$ cat src/rtl/ttt_game_ctrl.sv
// Tic-tac-toe game controller: owns the board registers, validates moves and
// resolves win/draw from an external combinational win-line detector.
module ttt_game_ctrl #(
    parameter logic FIRST_PLAYER = 1'b0
) (
    input  logic       clk,
    input  logic       rst_n,
    input  logic       new_game,
    input  logic       move_valid,
    input  logic [3:0] move_pos,
    output logic       move_ready,
    output logic       move_err,
    output logic [8:0] ain,
    output logic [8:0] bin,
    input  logic [7:0] win_line,
    output logic       turn,
    output logic       game_over,
    output logic [1:0] winner,
    output logic [7:0] win_line_q
);

    typedef enum logic [1:0] {
        ST_PLAY  = 2'd0,
        ST_CHECK = 2'd1,
        ST_DONE  = 2'd2
    } state_e;

    state_e     state_q, state_d;
    logic [8:0] ain_q, ain_d;
    logic [8:0] bin_q, bin_d;
    logic       turn_q, turn_d;
    logic       err_q, err_d;
    logic       ready_q, ready_d;
    logic       over_q, over_d;
    logic [1:0] winner_q, winner_d;
    logic [7:0] wlq_q, wlq_d;
    logic [8:0] move_mask_s;

    // Square is on the board and held by neither player.
    function automatic logic sq_free(input logic [8:0] occ, input logic [3:0] pos);
        logic [15:0] occ_ext;
        occ_ext = {7'd0, occ};
        return (pos <= 4'd8) && !occ_ext[pos];
    endfunction

    assign move_mask_s = 9'd1 << move_pos;

    // Next-state logic: new_game overrides everything, then per-state behaviour.
    always_comb begin
        state_d  = state_q;
        ain_d    = ain_q;
        bin_d    = bin_q;
        turn_d   = turn_q;
        err_d    = 1'b0;
        over_d   = over_q;
        winner_d = winner_q;
        wlq_d    = wlq_q;
        if (new_game) begin
            state_d  = ST_PLAY;
            ain_d    = 9'd0;
            bin_d    = 9'd0;
            turn_d   = FIRST_PLAYER;
            over_d   = 1'b0;
            winner_d = 2'b00;
            wlq_d    = 8'd0;
        end else begin
            case (state_q)
                ST_PLAY: begin
                    if (move_valid) begin
                        if (sq_free(ain_q | bin_q, move_pos)) begin
                            if (turn_q) begin
                                bin_d = bin_q | move_mask_s;
                            end else begin
                                ain_d = ain_q | move_mask_s;
                            end
                            state_d = ST_CHECK;
                        end else begin
                            err_d = 1'b1;
                        end
                    end else begin
                        state_d = ST_PLAY;
                    end
                end
                // Board was updated last edge; win_line now reflects it.
                ST_CHECK: begin
                    if (win_line != 8'd0) begin
                        state_d  = ST_DONE;
                        over_d   = 1'b1;
                        winner_d = turn_q ? 2'b10 : 2'b01;
                        wlq_d    = win_line;
                    end else if ((ain_q | bin_q) == 9'h1FF) begin
                        state_d  = ST_DONE;
                        over_d   = 1'b1;
                        winner_d = 2'b11;
                        wlq_d    = 8'd0;
                    end else begin
                        turn_d  = ~turn_q;
                        state_d = ST_PLAY;
                    end
                end
                ST_DONE: begin
                    state_d = ST_DONE;
                end
                default: begin
                    state_d = ST_PLAY;
                end
            endcase
        end
        ready_d = (state_d == ST_PLAY);
    end

    // State and output registers.
    always_ff @(posedge clk or negedge rst_n) begin
        if (!rst_n) begin
            state_q  <= ST_PLAY;
            ain_q    <= 9'd0;
            bin_q    <= 9'd0;
            turn_q   <= FIRST_PLAYER;
            err_q    <= 1'b0;
            ready_q  <= 1'b1;
            over_q   <= 1'b0;
            winner_q <= 2'b00;
            wlq_q    <= 8'd0;
        end else begin
            state_q  <= state_d;
            ain_q    <= ain_d;
            bin_q    <= bin_d;
            turn_q   <= turn_d;
            err_q    <= err_d;
            ready_q  <= ready_d;
            over_q   <= over_d;
            winner_q <= winner_d;
            wlq_q    <= wlq_d;
        end
    end

    assign move_ready = ready_q;
    assign move_err   = err_q;
    assign ain        = ain_q;
    assign bin        = bin_q;
    assign turn       = turn_q;
    assign game_over  = over_q;
    assign winner     = winner_q;
    assign win_line_q = wlq_q;

endmodule

$ cat config.mk
export PLATFORM = sky130hd
export DESIGN_NAME = ttt_game_ctrl
export DESIGN_NICKNAME = d
export VERILOG_FILES = /design/src/rtl/ttt_game_ctrl.sv
export SDC_FILE = /design/constraint.sdc
export NUM_CORES = 1
export LEC_CHECK = 0
export ABC_AREA = 1
export CORE_MARGIN = 5
export CORE_UTILIZATION = 48
export DETAILED_ROUTE_END_ITERATION = 10
export HOLD_SLACK_MARGIN = 0.02
export PLACE_DENSITY = 0.85
export SLEW_MARGIN = 20
export SYNTH_ARGS = -nofsm -noshare
export SYNTH_HDL_FRONTEND = slang
export SYNTH_SLANG_ARGS = --single-unit
$ cat constraint.sdc
create_clock -name clk -period 1.6 [get_ports clk]
set_input_delay 0.24 -clock clk [delete_from_list [all_inputs] [get_ports clk]]
set_output_delay 0.24 -clock clk [all_outputs]
set_load 0.03 [all_outputs]
After elaboration in Yosys (flattened, before gate mapping):

Index checks and enable logic that the tools add are counted.

* reductions and logical operators: 15
* order comparisons: 2
* bitwise logic cells: 4
* equality and inequality tests: 6
* shift-type cells: 1
* muxes and demuxes: 39

Operator list (number)
* $mux 9: 10
* $mux 8: 4
* $or 9x9->9: 3
* $mux 2: 10
* $mux 1: 13
* $reduce_bool 2->1: 5
* $eq 9x9->1 const B: 1
* $shl 1x4->9 const A: 1
* $reduce_and 4->1: 2
* $reduce_bool 8->1: 1
* $ne 2x2->1 const B: 3
* $pmux 2 s3: 1
* $lt 4x5->1 const B: 1
* $bmux 1 s4: 1
* $le 4x4->1 const B: 1
* $logic_not 2->1: 2
* $reduce_and 3->1: 1
* $reduce_bool 3->1: 1
* $eq 2x1->1 const B: 1
* $eq 2x2->1 const B: 1
* $reduce_and 2->1: 1
* $logic_and 1x1->1: 1
* $logic_not 1->1: 1
* $not 1->1: 1

* flip-flop bits (word level): 34
* word-level logic and storage cells: 76

Logic depth before layout (Yosys ltp):

Gate-level depths: netlist of run 1.

* word-level depth: 10
* depth in mapped cells: 12
* mapped depth without buffers: 11

Least setup slack after synthesis of run 1:

Ideal clock, no wire load.

* path kind: register to register
* start: register bin_q[6] (netlist: bin[6])
* end: register bin_q[0] (netlist: bin[0])
* data arrival time: 1.379 ns
* buffers on the path: 1
* path slack: 0.103 ns
* setup time: 0.118 ns
* required time: 1.482 ns
* stages on the path, launching flop included: 12
* cells stage by stage: dfrtp_1 -> nor2_1 -> nor2_1 -> nor2_1 -> nand3_1 -> nand2_1 -> nand2_1 -> nand3_2 -> buf_6 -> nand2_4 -> nand2_1 -> nand2_1

* word-level cells in the longest chain between the ends: 7

RTL lines
* start, declared: line 30 `logic [8:0] bin_q, bin_d;`
* start signal, assigned: line 127 `bin_q <= bin_d;`
* $or 9x9->9: line 70 `if (sq_free(ain_q | bin_q, move_pos)) begin`
* $bmux 1 s4: line 43 `return (pos <= 4'd8) && !occ_ext[pos];`
* $mux 1 (not written as such): line 43
* $logic_not 1->1: line 43
* $logic_and 1x1->1: line 43
* $reduce_bool 2->1 (no source line)
* $reduce_and 4->1 (no source line)

No other way between the ends. The select of a mux whose other input is x is not followed.
A chain may end at the register's enable or synchronous reset.

Final worst setup path of run 1:

* start: register wlq_q[1] (netlist: win_line_q[1])
* end: output win_line_q[1]

RTL lines
* start, declared: line 36 `logic [7:0] wlq_q, wlq_d;`
* start signal, assigned: line 133 `wlq_q <= wlq_d;`
* end, declared: line 19 `output logic [7:0] win_line_q`

No word-level cell between the ends.

==> impl_metrics.yaml, run 1 <==
routing:
  drt_pre_antenna_iters: 4
  ant_nets: 0
  drc: 0
  drt-total-wl_um: 5040
  initialDrtViolationCount: 136
  detail_route.vias_per_cell: 4.99
  routed-via-count: 1943
  drt-wirelength-per-cell_um: 12.9
worst_setup_path:
  critical_path_peak_fanout: 2
  start_kind: "flop"
  critPathSlowestCell: "sky130_fd_sc_hd__clkdlybuf4s50_1"
  worstPathCellList: "clkdlybuf4s50_1"
  max_stage_delay_ps: 680
  path_class: "flop to primary output"
  critical_path_arrival_ps: 1310
  cp.required_ps: 1360
  cp_top_family: "buffers and inverters"
  critical_path.endpoint_type: "primary output"
  cp_num_buf_inv: 1
clocking:
  clock_sinks: 34
  cts_made_buffers: 5
  h_tree_depth: 2
  cts_tree: "built"
  clk_pin_slew_worst_paths_ps: 70
  clk_latency_ps: 290
  cts_hold_repair.buffers: 0
  cts_root_buffer: "sky130_fd_sc_hd__clkbuf_8"
  cts_buffer_depth: 2
cells_and_area:
  layoutNonFillerInstCount: 389
  most-common-layout-cells: "sky130_fd_sc_hd__nand2_1 (81), sky130_fd_sc_hd__buf_4 (38), sky130_fd_sc_hd__dfrtp_1 (33)"
  insertedDiodeCount: 0
  num-nets-final: 356
  fill_cells: 293
  most_common_cell_after_layout_fill_and_taps_aside: "sky130_fd_sc_hd__nand2_1"
  synthToLayoutAreaGrowth_pct: 50.0
  drive_gt1_share_pct: 18.5
  layout.core_utilization_pct: 73.9
sta:
  worst_clock_skew_ps: 6.67
  worstMarginPinSlew_ps: 408
  hold_viol: 0
  hold-worst-slack_ps: 352
  period_minus_slack_ps: 1550
  slew_violations: 0
  clock.fmax_ghz: 0.645
  setup_viol: 0
  min_period_over_period_pct: 97.0
  setup_repair_after_global_routing_missed_its_margin: "yes"
  timing.final.ws_setup_ps: 48.5
  tns_ps: 0
  maxSlewHeadroom_pct: 72.8
placed_design:
  globalplace.congestion: 0.932
  hpwl_um: 3700
  numPlacedInstances: 369
  detailedPlace.worstSlack_ps: -340
  port-buffer-count: 47
power:
  powerDensity_nw_per_um2: 869
  leakagePower_uw: 0.00145
  vdd_drop_max_mv: 0.475
floorplan:
  design.die.area_um2: 5050
  start_util_pct: 49.2
  fp.dieH_um: 71.1
  die_w_um: 71.1
  io_pins: 48
  core-area_um2: 3630
  std_cell_rows: 22
global_route:
  initial_antenna_violation_count: 0
  grt_pass1_wl_um: 8360
  remaining_overflow_grt: 0
  via_count_of_the_first_global_routing_pass: 1868
  grt_max_degree: 35
  gr-usage-all-layers_pct: 20.5
yosys:
  synth_top_area_share_pct: 46.2
  post_synth_num_cell_types: 20
  syn-cell-area_um2: 1790
  synth.yosys.seq_area_share_pct: 47.6
  post-synth-top-area-cell: "sky130_fd_sc_hd__dfrtp_1"
  number_of_flip_flops_and_latches_in_the_synthesized_netlist: 34
  avgSynthCellArea_um2: 7.07
  synth.net_count: 269
  synthCells: 253
  synth_warnings: 0
  post_synth_main_area_contributors: "sky130_fd_sc_hd__dfrtp_1 (46%), sky130_fd_sc_hd__nand2_1 (17%), sky130_fd_sc_hd__nand3_1 (8.7%)"
hold_path:
  min_path_type: "input pin to async pin"
run:
  timing.max_cap.violations: 0
status:
  run_status: "complete, no violations"
## repair_timing
item                       CTS  global route
pin swaps                    0             1
setup endpoints to repair   30            29
resized for setup           23            11
buffers inserted             0            12
## logic make-up after synthesis
family / synth area share [%]
flip-flops: 47.6
AO/OA/AOI/OAI: 8.11
AND/OR/NAND/NOR: 35.7
buffers and inverters: 8.53
## registers in the layout, indices dropped and copies added, names as in the netlist
signal	cells
ain	9
bin	9
game_over	1
move_err	1
move_ready	1
state_q	2
turn	1
win_line_q	8
winner	2
## area by class of cell
cell class              instances  area (um2)  area share [%]
clock inverters                 2        12.5           0.466
flip-flops and latches         34         852            31.7
repair buffers                 86         742            27.6
clock buffers                   6        82.6            3.08
inverters                      32         120            4.48
well taps                      48        60.1            2.24
multi-input cells             181         815            30.3
## stage by stage
stage / power (uW) / area, um2
5_1_grt: 2430 / 2680
3_3_place_gp: 1650 / 2490
3_5_place_dp: 1670 / 2490
6_report: 2330 / 2680
2_1_floorplan: 1340 / 1790
4_1_cts: 2270 / 2560
## worst paths after layout
kind	start	endpoint	slack, ps	cells past startpoint
setup / recovery	win_line_q[1]	win_line_q[1]	50	1
hold / removal	rst_n	bin[7]	350	2
setup reg to reg	bin[5]	bin[7]	110	11
hold reg to reg	win_line_q[5]	win_line_q[5]	480	2
max in group asynchronous	rst_n	move_ready	930	2
min in group clk	win_line_q[5]	win_line_q[5]	480	2
## synth_stat cells (all sizes together)
| cell | number |
|---|---|
| nand2 | 84 |
| nor2 | 35 |
| dfrtp | 33 |
| nand3 | 32 |
| inv | 31 |
| a21oi | 21 |
| o21ai | 5 |
| buf | 3 |
| clkbuf | 3 |
| nand4 | 2 |
| a21boi | 1 |
| clkinv | 1 |
| dfstp | 1 |
| nor3 | 1 |
## report_power, final
group          total, uW  leakage [uW]  switching [uW]  internal, uW
clock                653     0.0000472             308           345
combinational        696      0.000943             412           284
sequential           983      0.000455            51.7           931
total               2330       0.00145             772          1560
## routing by layer
layer | routed length [um] | part of all wire [%] | vias up | track usage, %
met3 | 331 | 6.6 | 11 | 3.41
met1 | 2100 | 42 | 903 | 26.9
met2 | 2520 | 50 | 62 | 34.2
met5 | 0 | 0 | - | 0
met4 | 89 | 1.8 | 0 | 7.31
li1 | - | - | 967 | -
(Power assumes the default switching activity.)
==> run 2, diff against run 1 <==
Settings changed: TNS_END_PERCENT set to 20.
==> results of run 2 <==
No change in the layout: final DEF, timing and power equal those of run 1.
